<file path="config.mk">
export PLATFORM = sky130hd
export DESIGN_NAME = uart_tx_arbiter_flat
export DESIGN_NICKNAME = d
export VERILOG_FILES = /design/src/rtl/uart_tx_arbiter_if.sv /design/src/rtl/uart_tx_arbiter.sv /design/src/flat_wrapper.sv
export SDC_FILE = /design/constraint.sdc
export NUM_CORES = 1
export LEC_CHECK = 0
export CELL_PAD_IN_SITES_DETAIL_PLACEMENT = 1
export CELL_PAD_IN_SITES_GLOBAL_PLACEMENT = 1
export CORE_MARGIN = 2
export CORE_UTILIZATION = 34
export CTS_BUF_LIST = sky130_fd_sc_hd__clkbuf_4 sky130_fd_sc_hd__clkbuf_8
export CTS_CLUSTER_SIZE = 40
export DETAILED_ROUTE_END_ITERATION = 12
export PLACE_DENSITY_LB_ADDON = 0.1
export SYNTH_ARGS = -nofsm -noshare
export SYNTH_HDL_FRONTEND = slang
export SYNTH_SLANG_ARGS = --single-unit
</file>
<file path="constraint.sdc">
create_clock -name clk -period 3 [get_ports clk]
set_input_delay 0.3 -clock clk [delete_from_list [all_inputs] [get_ports clk]]
set_output_delay 0.3 -clock clk [all_outputs]
set_load 0.05 [all_outputs]
</file>
<file path="src/rtl/uart_tx_arbiter_if.sv">
// Requester and uart_core transmit signals shared by uart_tx_arbiter.
// slave is the arbiter side; master is the requester/uart_core side.
interface uart_tx_arbiter_if #(
  parameter int N_REQ = 4
);
  logic [N_REQ-1:0]   req_valid;
  logic [8*N_REQ-1:0] req_byte;
  logic [N_REQ-1:0]   req_last;
  logic [N_REQ-1:0]   req_ready;
  logic [7:0]         tx_byte;
  logic               tx_valid;
  logic               tx_done;

  modport slave (
    input  req_valid, req_byte, req_last, tx_done,
    output req_ready, tx_byte, tx_valid
  );

  modport master (
    output req_valid, req_byte, req_last, tx_done,
    input  req_ready, tx_byte, tx_valid
  );
endinterface

</file>
<file path="src/rtl/uart_tx_arbiter.sv">
// Packet-granular round-robin arbiter sharing the uart_core transmit channel.
// Optional idle-grant abort with timeout_err output: define UART_TXARB_TIMEOUT_EN.
module uart_tx_arbiter #(
  parameter int N_REQ   = 4,
  parameter int MAX_LEN = 8,
  parameter int TIMEOUT = 1023
) (
  input  logic              clk,
  input  logic              rst,
  uart_tx_arbiter_if.slave  bus,
  output logic [N_REQ-1:0]  gnt,
  output logic              busy,
  output logic              trunc_err
`ifdef UART_TXARB_TIMEOUT_EN
  ,
  output logic              timeout_err
`endif
);
  localparam int IW = (N_REQ > 1) ? $clog2(N_REQ) : 1;
  localparam int CW = $clog2(MAX_LEN + 1);

  typedef enum logic [1:0] {IDLE, SEND, WAIT} state_t;

  state_t           r_state, w_state_nx;
  logic [IW-1:0]    r_ptr, w_ptr_nx;
  logic [IW-1:0]    r_g, w_g_nx;
  logic [N_REQ-1:0] r_gnt, w_gnt_nx;
  logic [CW-1:0]    r_cnt, w_cnt_nx;
  logic             r_last, w_last_nx;
  logic [7:0]       r_tx_byte, w_tx_byte_nx;
  logic             r_tx_valid, w_tx_valid_nx;
  logic             r_trunc, w_trunc_nx;

  logic             w_pick_found;
  logic [IW-1:0]    w_pick;
  logic [IW:0]      w_sum;
  logic [IW-1:0]    w_g_inc;
  logic             w_g_valid;
  logic             w_g_last;
  logic [7:0]       w_g_byte;
  logic             w_forced;

`ifdef UART_TXARB_TIMEOUT_EN
  localparam int TW = $clog2(TIMEOUT + 1);
  logic [TW-1:0]    r_to_cnt, w_to_cnt_nx;
  logic             r_to_err, w_to_err_nx;
`endif

  // Rotating priority search; the sum stays below 2*N_REQ so one subtract wraps it.
  always_comb begin
    w_pick_found = 1'b0;
    w_pick       = '0;
    w_sum        = '0;
    for (int unsigned i = 0; i < N_REQ; i++) begin
      w_sum = {1'b0, r_ptr} + (IW+1)'(i);
      if (w_sum >= (IW+1)'(N_REQ)) w_sum = w_sum - (IW+1)'(N_REQ);
      if (!w_pick_found && bus.req_valid[w_sum[IW-1:0]]) begin
        w_pick_found = 1'b1;
        w_pick       = w_sum[IW-1:0];
      end
    end
  end

  assign w_g_inc   = (r_g == IW'(N_REQ - 1)) ? '0 : r_g + 1'b1;
  assign w_g_valid = bus.req_valid[r_g];
  assign w_g_last  = bus.req_last[r_g];
  assign w_g_byte  = bus.req_byte[{r_g, 3'b000} +: 8];
  assign w_forced  = (r_cnt == CW'(MAX_LEN - 1));

  always_comb begin
    w_state_nx    = r_state;
    w_ptr_nx      = r_ptr;
    w_g_nx        = r_g;
    w_gnt_nx      = r_gnt;
    w_cnt_nx      = r_cnt;
    w_last_nx     = r_last;
    w_tx_byte_nx  = r_tx_byte;
    w_tx_valid_nx = 1'b0;
    w_trunc_nx    = r_trunc;
    bus.req_ready = '0;
`ifdef UART_TXARB_TIMEOUT_EN
    w_to_cnt_nx   = r_to_cnt;
    w_to_err_nx   = r_to_err;
`endif
    case (r_state)
      IDLE: begin
        if (w_pick_found) begin
          w_gnt_nx         = '0;
          w_gnt_nx[w_pick] = 1'b1;
          w_g_nx           = w_pick;
          w_cnt_nx         = '0;
          w_state_nx       = SEND;
        end
      end
      SEND: begin
        bus.req_ready[r_g] = w_g_valid;
        if (w_g_valid) begin
          w_tx_byte_nx  = w_g_byte;
          w_tx_valid_nx = 1'b1;
          w_cnt_nx      = r_cnt + 1'b1;
          w_last_nx     = w_g_last | w_forced;
          if (w_forced && !w_g_last) w_trunc_nx = 1'b1;
          w_state_nx    = WAIT;
`ifdef UART_TXARB_TIMEOUT_EN
          w_to_cnt_nx   = '0;
        end else if (r_to_cnt == TW'(TIMEOUT - 1)) begin
          w_gnt_nx      = '0;
          w_ptr_nx      = w_g_inc;
          w_to_cnt_nx   = '0;
          w_to_err_nx   = 1'b1;
          w_state_nx    = IDLE;
        end else begin
          w_to_cnt_nx   = r_to_cnt + 1'b1;
`endif
        end
      end
      WAIT: begin
        if (bus.tx_done) begin
          if (r_last) begin
            w_gnt_nx   = '0;
            w_ptr_nx   = w_g_inc;
            w_state_nx = IDLE;
          end else begin
            w_state_nx = SEND;
          end
        end
      end
      default: w_state_nx = IDLE;
    endcase
  end

  always_ff @(posedge clk) begin
    if (rst) begin
      r_state    <= IDLE;
      r_ptr      <= '0;
      r_g        <= '0;
      r_gnt      <= '0;
      r_cnt      <= '0;
      r_last     <= 1'b0;
      r_tx_byte  <= '0;
      r_tx_valid <= 1'b0;
      r_trunc    <= 1'b0;
`ifdef UART_TXARB_TIMEOUT_EN
      r_to_cnt   <= '0;
      r_to_err   <= 1'b0;
`endif
    end else begin
      r_state    <= w_state_nx;
      r_ptr      <= w_ptr_nx;
      r_g        <= w_g_nx;
      r_gnt      <= w_gnt_nx;
      r_cnt      <= w_cnt_nx;
      r_last     <= w_last_nx;
      r_tx_byte  <= w_tx_byte_nx;
      r_tx_valid <= w_tx_valid_nx;
      r_trunc    <= w_trunc_nx;
`ifdef UART_TXARB_TIMEOUT_EN
      r_to_cnt   <= w_to_cnt_nx;
      r_to_err   <= w_to_err_nx;
`endif
    end
  end

  assign bus.tx_byte  = r_tx_byte;
  assign bus.tx_valid = r_tx_valid;
  assign gnt          = r_gnt;
  assign busy         = (r_state != IDLE);
  assign trunc_err    = r_trunc;
`ifdef UART_TXARB_TIMEOUT_EN
  assign timeout_err  = r_to_err;
`endif
endmodule

</file>
<file path="src/flat_wrapper.sv">
// flat-port wrapper written by rule: the top's interface ports become plain ports
module uart_tx_arbiter_flat 
#(
  parameter int N_REQ   = 4,
  parameter int MAX_LEN = 8,
  parameter int TIMEOUT = 1023
)
  (clk, rst, gnt, busy, trunc_err, bus_req_valid, bus_req_byte, bus_req_last, bus_tx_done, bus_req_ready, bus_tx_byte, bus_tx_valid);
  uart_tx_arbiter_if #(.N_REQ(N_REQ)) bus_i ();
  input  logic clk;
  input  logic rst;
  output logic [N_REQ-1:0] gnt;
  output logic busy;
  output logic trunc_err;
  input wire logic [$bits(bus_i.req_valid)-1:0] bus_req_valid;
  input wire logic [$bits(bus_i.req_byte)-1:0] bus_req_byte;
  input wire logic [$bits(bus_i.req_last)-1:0] bus_req_last;
  input wire logic [$bits(bus_i.tx_done)-1:0] bus_tx_done;
  output wire logic [$bits(bus_i.req_ready)-1:0] bus_req_ready;
  output wire logic [$bits(bus_i.tx_byte)-1:0] bus_tx_byte;
  output wire logic [$bits(bus_i.tx_valid)-1:0] bus_tx_valid;
  assign bus_i.req_valid = bus_req_valid;
  assign bus_i.req_byte = bus_req_byte;
  assign bus_i.req_last = bus_req_last;
  assign bus_i.tx_done = bus_tx_done;
  assign bus_req_ready = bus_i.req_ready;
  assign bus_tx_byte = bus_i.tx_byte;
  assign bus_tx_valid = bus_i.tx_valid;
  uart_tx_arbiter #(.N_REQ(N_REQ), .MAX_LEN(MAX_LEN), .TIMEOUT(TIMEOUT)) u_core (.clk(clk), .rst(rst), .bus(bus_i), .gnt(gnt), .busy(busy), .trunc_err(trunc_err));
endmodule
</file>
==> results.py, run 1 <==
metrics = {
    "run_status": {
        "status": "complete, no violations",
    },
    "die": {
        "die_w_um": 68.9,
        "io_pins": 62,
        "num_rows": 23,
        "dieArea_um2": 4750,
        "initial_core_util_pct": 35.5,
        "core_um2": 4030,
        "die_y_um": 68.9,
    },
    "synth": {
        "async_reset_ff_share_pct": 0,
        "synth.area.top_cells": "dfxtp_1 35%, mux4_2 14%, nand2_1 6.0%, a21oi_1 5.6%, ha_1 4.4%",
        "yosysTopAreaCell": "dfxtp_1",
        "syn_nets": 200,
        "synthCells": 152,
        "synth.avg_cell_area_um2": 9.42,
        "ys.flop_type": "dfxtp_1",
        "yosys_register_bits": 25,
        "synth_warnings": 0,
        "ys_types": 37,
        "yosys.cell_count.top_type": "dfxtp_1",
        "synth-edff-count": 0,
        "seq_area_frac_synth_pct": 35.0,
        "synth_top_area_share_pct": 35.0,
        "synthTopCellsByCount": "25 x dfxtp_1, 23 x nand2_1, 16 x a21oi_1",
        "syn-cell-area_um2": 1430,
    },
    "routing": {
        "drc": 0,
        "initialDrtViolationCount": 49,
        "wire_per_inst_um": 16.4,
        "via_per_inst": 5.23,
        "firstDrtPassIters": 4,
        "ant_nets": 0,
        "num_vias": 1380,
        "routed_wirelength_mm": 4.33,
    },
    "clocking": {
        "ctsResizeCount": 0,
        "h-tree-depth": 1,
        "clock_latency_ns": 0.27,
        "cts_tree": "yes",
        "cts_buffer_depth": 2,
        "cts_buffers": 3,
        "hold_buffers": 0,
        "clkTransAtPathRegs_ns": 0.09,
        "clock_sinks": 25,
        "postCtsSetupRepairBufs": 0,
        "root_buffer": "clkbuf_8",
    },
    "sta": {
        "worstMarginPinSlew_ns": 0.741,
        "maxSlewHeadroom_pct": 50.5,
        "tns_ns": 0,
        "finalSetupViolCount": 0,
        "skew_ns": 0.00259,
        "post-route-period-util_pct": 82.5,
        "max_freq_ghz": 0.404,
        "slew_viol_final": 0,
        "rsz0062_at_grt": "false",
        "hold_violations": 0,
        "fin_crit_ns": 2.48,
    },
    "worst_setup_path": {
        "cpPeakStageDelay_ns": 0.56,
        "worstReg2RegStart": "u_core.r_g[1]$_SDFFE_PP0P_",
        "r2r_slack_ns": 0.96,
        "crit_slowest_cell": "dfxtp_1",
        "rr_endpoint": "u_core.r_last$_SDFFE_PP0P_",
        "cp_num_cells": 4,
        "setup.worst_path.end_class": "primary output",
        "crit_type": "flip-flop to primary output",
        "reg2reg_depth": 5,
        "endpoint": "bus_req_ready[3]",
        "crit_family": "simple AND/OR/NAND/NOR gates",
        "path_buf_inv": 1,
        "worst-path-max-fanout": 17,
        "cp_cell_sequence": "or3b_1 -> o2bb2ai_2 -> and2_1 -> buf_12",
        "cp-startpoint": "u_core.r_g[1]$_SDFFE_PP0P_",
        "critPathLaunchType": "flip-flop",
        "cp.arrival_ns": 2.18,
        "cp.required_ns": 2.70,
    },
    "layout": {
        "seqCellArea_um2": 500,
        "syn_to_final_growth_pct": 53.2,
        "layout.nets": 263,
        "drive_gt1_share_pct": 13.1,
        "multiInputGateArea_um2": 886,
        "fill_cells": 462,
        "antenna_cells": 0,
    },
    "min_path": {
        "hold_path.class": "flip-flop to flip-flop",
    },
    "flow_run": {
        "cap_violations": 0,
    },
    "grt": {
        "grt_max_degree": 25,
        "grt_pass1_vias": 1385,
        "antenna_found_initial": 0,
        "grt_usage_pct": 18.4,
        "grt_pass1_wl_mm": 6.48,
        "grt-ovfl-total": 0,
    },
    "placed_design": {
        "dp_hpwl_mm": 3.39,
        "port_buffers": 61,
        "place_congestion": 0.841,
    },
    "power_and_ir_drop": {
        "leakage_nw": 0.777,
        "ir_drop_uv": 305,
        "p_per_area_nw_per_um2": 394,
        "total_power_uw": 863,
    },
}
==> per-stage QoR <==
step	hold WS [ns]	cells	worst slack [ns]	instance area, µm²	utilization, %
after floorplan	0.383	152	1.03	1430	-
after global placement	0.444	260	0.854	2140	53.2
after detailed placement	0.451	260	0.821	2140	53.2
after CTS	0.465	264	0.509	2190	54.4
after global routing	0.486	264	0.410	2190	54.4
final	0.458	264	0.524	2190	54.4
==> flip-flops by register name, indices dropped and copies added (netlist names) <==
signal,cells
u_core.bus.tx_byte,8
u_core.gnt,4
u_core.r_cnt,4
u_core.r_g,2
u_core.r_ptr,2
u_core.r_state,2
u_core.bus.tx_valid,1
u_core.r_last,1
u_core.trunc_err,1
==> cell families after synthesis <==
family / Yosys count / synth area share, %
simple gates: 65 / 24.6
compound gates: 34 / 16.6
buf+inv: 11 / 3.15
fa+ha+maj: 5 / 4.37
flops: 25 / 35.0
mux: 12 / 16.3
==> where the power goes <==
group / internal, mW / switching (mW) / leakage [nW] / total, mW
combinational: 0.138 / 0.149 / 0.552 / 0.287
sequential: 0.352 / 0.0185 / 0.204 / 0.370
clock: 0.0942 / 0.112 / 0.0217 / 0.206
total: 0.584 / 0.279 / 0.777 / 0.863
==> how the worst min path moves through the flow <==
stage | startpoint | end | slack (ns) | depth (start not counted)
detailed placement | u_core.bus.tx_byte[3]$_SDFFE_PP0P_ | u_core.bus.tx_byte[3]$_SDFFE_PP0P_ | 0.45 | 2
finish | u_core.bus.tx_byte[0]$_SDFFE_PP0P_ | u_core.bus.tx_byte[0]$_SDFFE_PP0P_ | 0.46 | 2
global placement | u_core.bus.tx_byte[3]$_SDFFE_PP0P_ | u_core.bus.tx_byte[3]$_SDFFE_PP0P_ | 0.44 | 2
floorplan | rst | u_core.r_state[0]$_SDFFE_PP0P_ | 0.38 | 1
global route | u_core.bus.tx_byte[6]$_SDFFE_PP0P_ | u_core.bus.tx_byte[6]$_SDFFE_PP0P_ | 0.49 | 2
CTS | u_core.bus.tx_byte[3]$_SDFFE_PP0P_ | u_core.bus.tx_byte[3]$_SDFFE_PP0P_ | 0.46 | 2
==> routing by layer <==
layer  vias to the layer above  wire length [µm]  global-route usage [%]
met4                         0                38                    5.15
met1                       667              1760                    22.3
li1                        681                 -                       -
met2                        28              2320                    32.7
met3                         4               204                    4.06
met5                         -                 0                       0
==> cell type report <==
class	instances	area share [%]
Clock buffer	3	1.88
Tap cell	50	2.85
Timing Repair Buffer	65	31.0
Multi-Input combinational cell	116	40.4
Clock inverter	1	0.342
Inverter	4	0.685
Sequential cell	25	22.8
==> worst register-to-register path, delay by kind of cell (launching register included) <==
kind                   cells  cell delay, ns
buffers and inverters      1            0.23
and+or+nand+nor            2            0.33
AOI/OAI and AO/OA          2            0.59
DFF                        1            0.81
==> layout by cell type (no fill, tap or decap), types with 3 or more instances in the layout <==
master | netlist | routed
nand3_1 | 3 | 3
mux4_2 | 9 | 9
buf_12 | 0 | 4
clkdlybuf4s50_1 | 0 | 57
buf_4 | 0 | 4
nand2b_1 | 3 | 3
ha_1 | 5 | 5
o31ai_1 | 5 | 5
inv_1 | 4 | 4
nand2_1 | 23 | 23
and2_1 | 5 | 5
a21oi_1 | 16 | 16
nor2b_1 | 3 | 3
clkbuf_8 | 0 | 3
dfxtp_1 | 25 | 25
nor2_1 | 12 | 12
nand4b_1 | 6 | 6
No activity file was read; power rests on OpenSTA's default activity.
==> inputs of run 2 (changes only) <==
Settings changed: CORE_UTILIZATION 34 to 31.
Clock period 3 ns to 2.4 ns, I/O delays scaled along.
==> results.py, run 2 (same netlist as run 1, synthesis figures left out) <==
metrics = {
    "worst_setup_path": {
        "cp.arrival_ns": 1.81,
        "cp-startpoint": "u_core.r_g[1]$_SDFFE_PP0P_",
        "r2r_slack_ns": 0.62,
        "worstReg2RegStart": "u_core.r_g[1]$_SDFFE_PP0P_",
        "setup.worst_path.end_class": "primary output",
        "critPathLaunchType": "flip-flop",
        "cp.required_ns": 2.16,
        "rr_endpoint": "u_core.r_last$_SDFFE_PP0P_",
        "worst-path-max-fanout": 10,
        "reg2reg_depth": 6,
        "crit_type": "flip-flop to primary output",
    },
    "sta": {
        "tns_ns": 0,
        "slew_viol_final": 0,
        "fin_crit_ns": 2.05,
        "maxSlewHeadroom_pct": 64.0,
        "post-route-period-util_pct": 85.5,
        "skew_ns": 0.00499,
        "rsz0062_at_grt": "false",
        "finalSetupViolCount": 0,
        "worstMarginPinSlew_ns": 0.533,
        "max_freq_ghz": 0.487,
        "hold_violations": 0,
    },
    "routing": {
        "firstDrtPassIters": 4,
        "ant_nets": 0,
        "routed_wirelength_mm": 4.37,
        "drc": 0,
        "initialDrtViolationCount": 36,
        "via_per_inst": 5.33,
        "num_vias": 1422,
        "wire_per_inst_um": 16.4,
    },
    "layout": {
        "seqCellArea_um2": 500,
        "largest_register_ff_count": 8,
        "mostFrequentLayoutCells": "57 x clkdlybuf4s50_1, 25 x dfxtp_1, 23 x nand2_1",
        "fin_util_pct": 49.9,
        "drive_gt1_share_pct": 13.5,
        "layout.nets": 264,
        "antenna_cells": 0,
        "multiInputGateArea_um2": 886,
        "fill_cells": 505,
        "syn_to_final_growth_pct": 53.8,
        "layout_commonest_cell": "clkdlybuf4s50_1",
    },
    "placed_design": {
        "dp_hpwl_mm": 3.45,
        "place_congestion": 0.739,
        "port_buffers": 61,
    },
    "power_and_ir_drop": {
        "p_int_uw": 729,
        "ir_drop_uv": 197,
        "leakage_nw": 0.787,
        "pwr-share-seq_pct": 42.6,
        "p_comb_share_pct": 33.5,
        "clkPwrFrac_pct": 23.9,
        "p_sw_share_pct": 32.5,
        "power_switching_uw": 351,
        "p_per_area_nw_per_um2": 491,
    },
    "clocking": {
        "ctsResizeCount": 0,
        "clock_sinks": 25,
        "cts_tree": "yes",
        "clkTransAtPathRegs_ns": 0.09,
        "postCtsSetupRepairBufs": 0,
        "hold_buffers": 0,
        "h-tree-depth": 1,
        "root_buffer": "clkbuf_8",
        "clock_latency_ns": 0.27,
        "cts_buffer_depth": 2,
        "cts_buffers": 3,
    },
    "grt": {
        "grt-ovfl-total": 0,
        "antenna_found_initial": 0,
        "grt_pass1_wl_mm": 7.16,
        "grt_pass1_vias": 1511,
        "grt_usage_pct": 17.4,
        "grt_max_degree": 25,
    },
    "die": {
        "io_pins": 62,
        "die_y_um": 72.0,
        "dieArea_um2": 5180,
        "die_w_um": 72.0,
        "initial_core_util_pct": 32.4,
        "core_um2": 4410,
        "num_rows": 24,
    },
    "flow_run": {
        "cap_violations": 0,
    },
    "min_path": {
        "min_from": "u_core.bus.tx_byte[0]$_SDFFE_PP0P_",
        "min_to": "u_core.bus.tx_byte[0]$_SDFFE_PP0P_",
        "hold_depth": 2,
        "hold_path.class": "flip-flop to flip-flop",
    },
    "run_status": {
        "status": "complete, no violations",
    },
}
[run 2: worst max path at each step]
| stage | to | slack (ns) | depth (start not counted) |
|---|---|---|---|
| floorplan | bus_req_ready[0] | 0.49 | 5 |
| global placement | u_core.r_cnt[3]$_SDFFE_PP0P_ | 0.35 | 5 |
| detailed placement | u_core.r_cnt[3]$_SDFFE_PP0P_ | 0.29 | 5 |
| CTS | bus_req_ready[0] | 0.31 | 5 |
| global route | bus_req_ready[0] | 0.20 | 5 |
| finish | bus_req_ready[0] | 0.35 | 5 |
[run 2: critical path, stage by stage, from the launching register on]
cell and delay [ns]:
dfxtp_1 0.55, buf_4 0.25, and3b_1 0.23, o2bb2ai_2 0.15, and2_1 0.21, buf_12 0.15
[run 2: metal layers]
metal	up-vias	wire length (µm)	GRT usage [%]
li1	684	-	-
met1	684	1810	21.9
met2	41	2220	29.6
met3	13	228	3.47
met4	0	113	6.71
met5	-	0	0
[run 2: layout make-up]
| type | instances | share of cell area [%] |
|---|---|---|
| Multi-Input combinational cell | 116 | 40.3 |
| Clock inverter | 1 | 0.227 |
| Inverter | 4 | 0.682 |
| Clock buffer | 3 | 1.88 |
| Tap cell | 52 | 2.96 |
| Sequential cell | 25 | 22.7 |
| Timing Repair Buffer | 66 | 31.3 |
[run 2: stage by stage]
step                setup slack, ns  total power [mW]  std cells  cell area [µm²]  hold slack [ns]
floorplan                     0.491             0.671        152             1430            0.323
global placement              0.350             0.823        263             2150            0.437
detailed placement            0.294             0.835        263             2150            0.448
CTS                           0.310              1.10        267             2200            0.461
global route                  0.197              1.14        267             2200            0.488
finish                        0.347              1.08        267             2200            0.456
[run 2: power groups by stage]
stage / Clock (mW) / Sequential, mW / Combinational [mW]
final: 0.258 / 0.460 / 0.362
after global routing: 0.285 / 0.464 / 0.390
after CTS: 0.273 / 0.460 / 0.366
after detailed placement: 0 / 0.470 / 0.365
after global placement: 0 / 0.468 / 0.356
after floorplan: 0 / 0.518 / 0.154
==> inputs of run 3 (changes only) <==
Settings changed: SKIP_CTS_REPAIR_TIMING from default to 1.
==> results of run 3 <==
Final layout, timing and power as in run 2 (identical DEF).
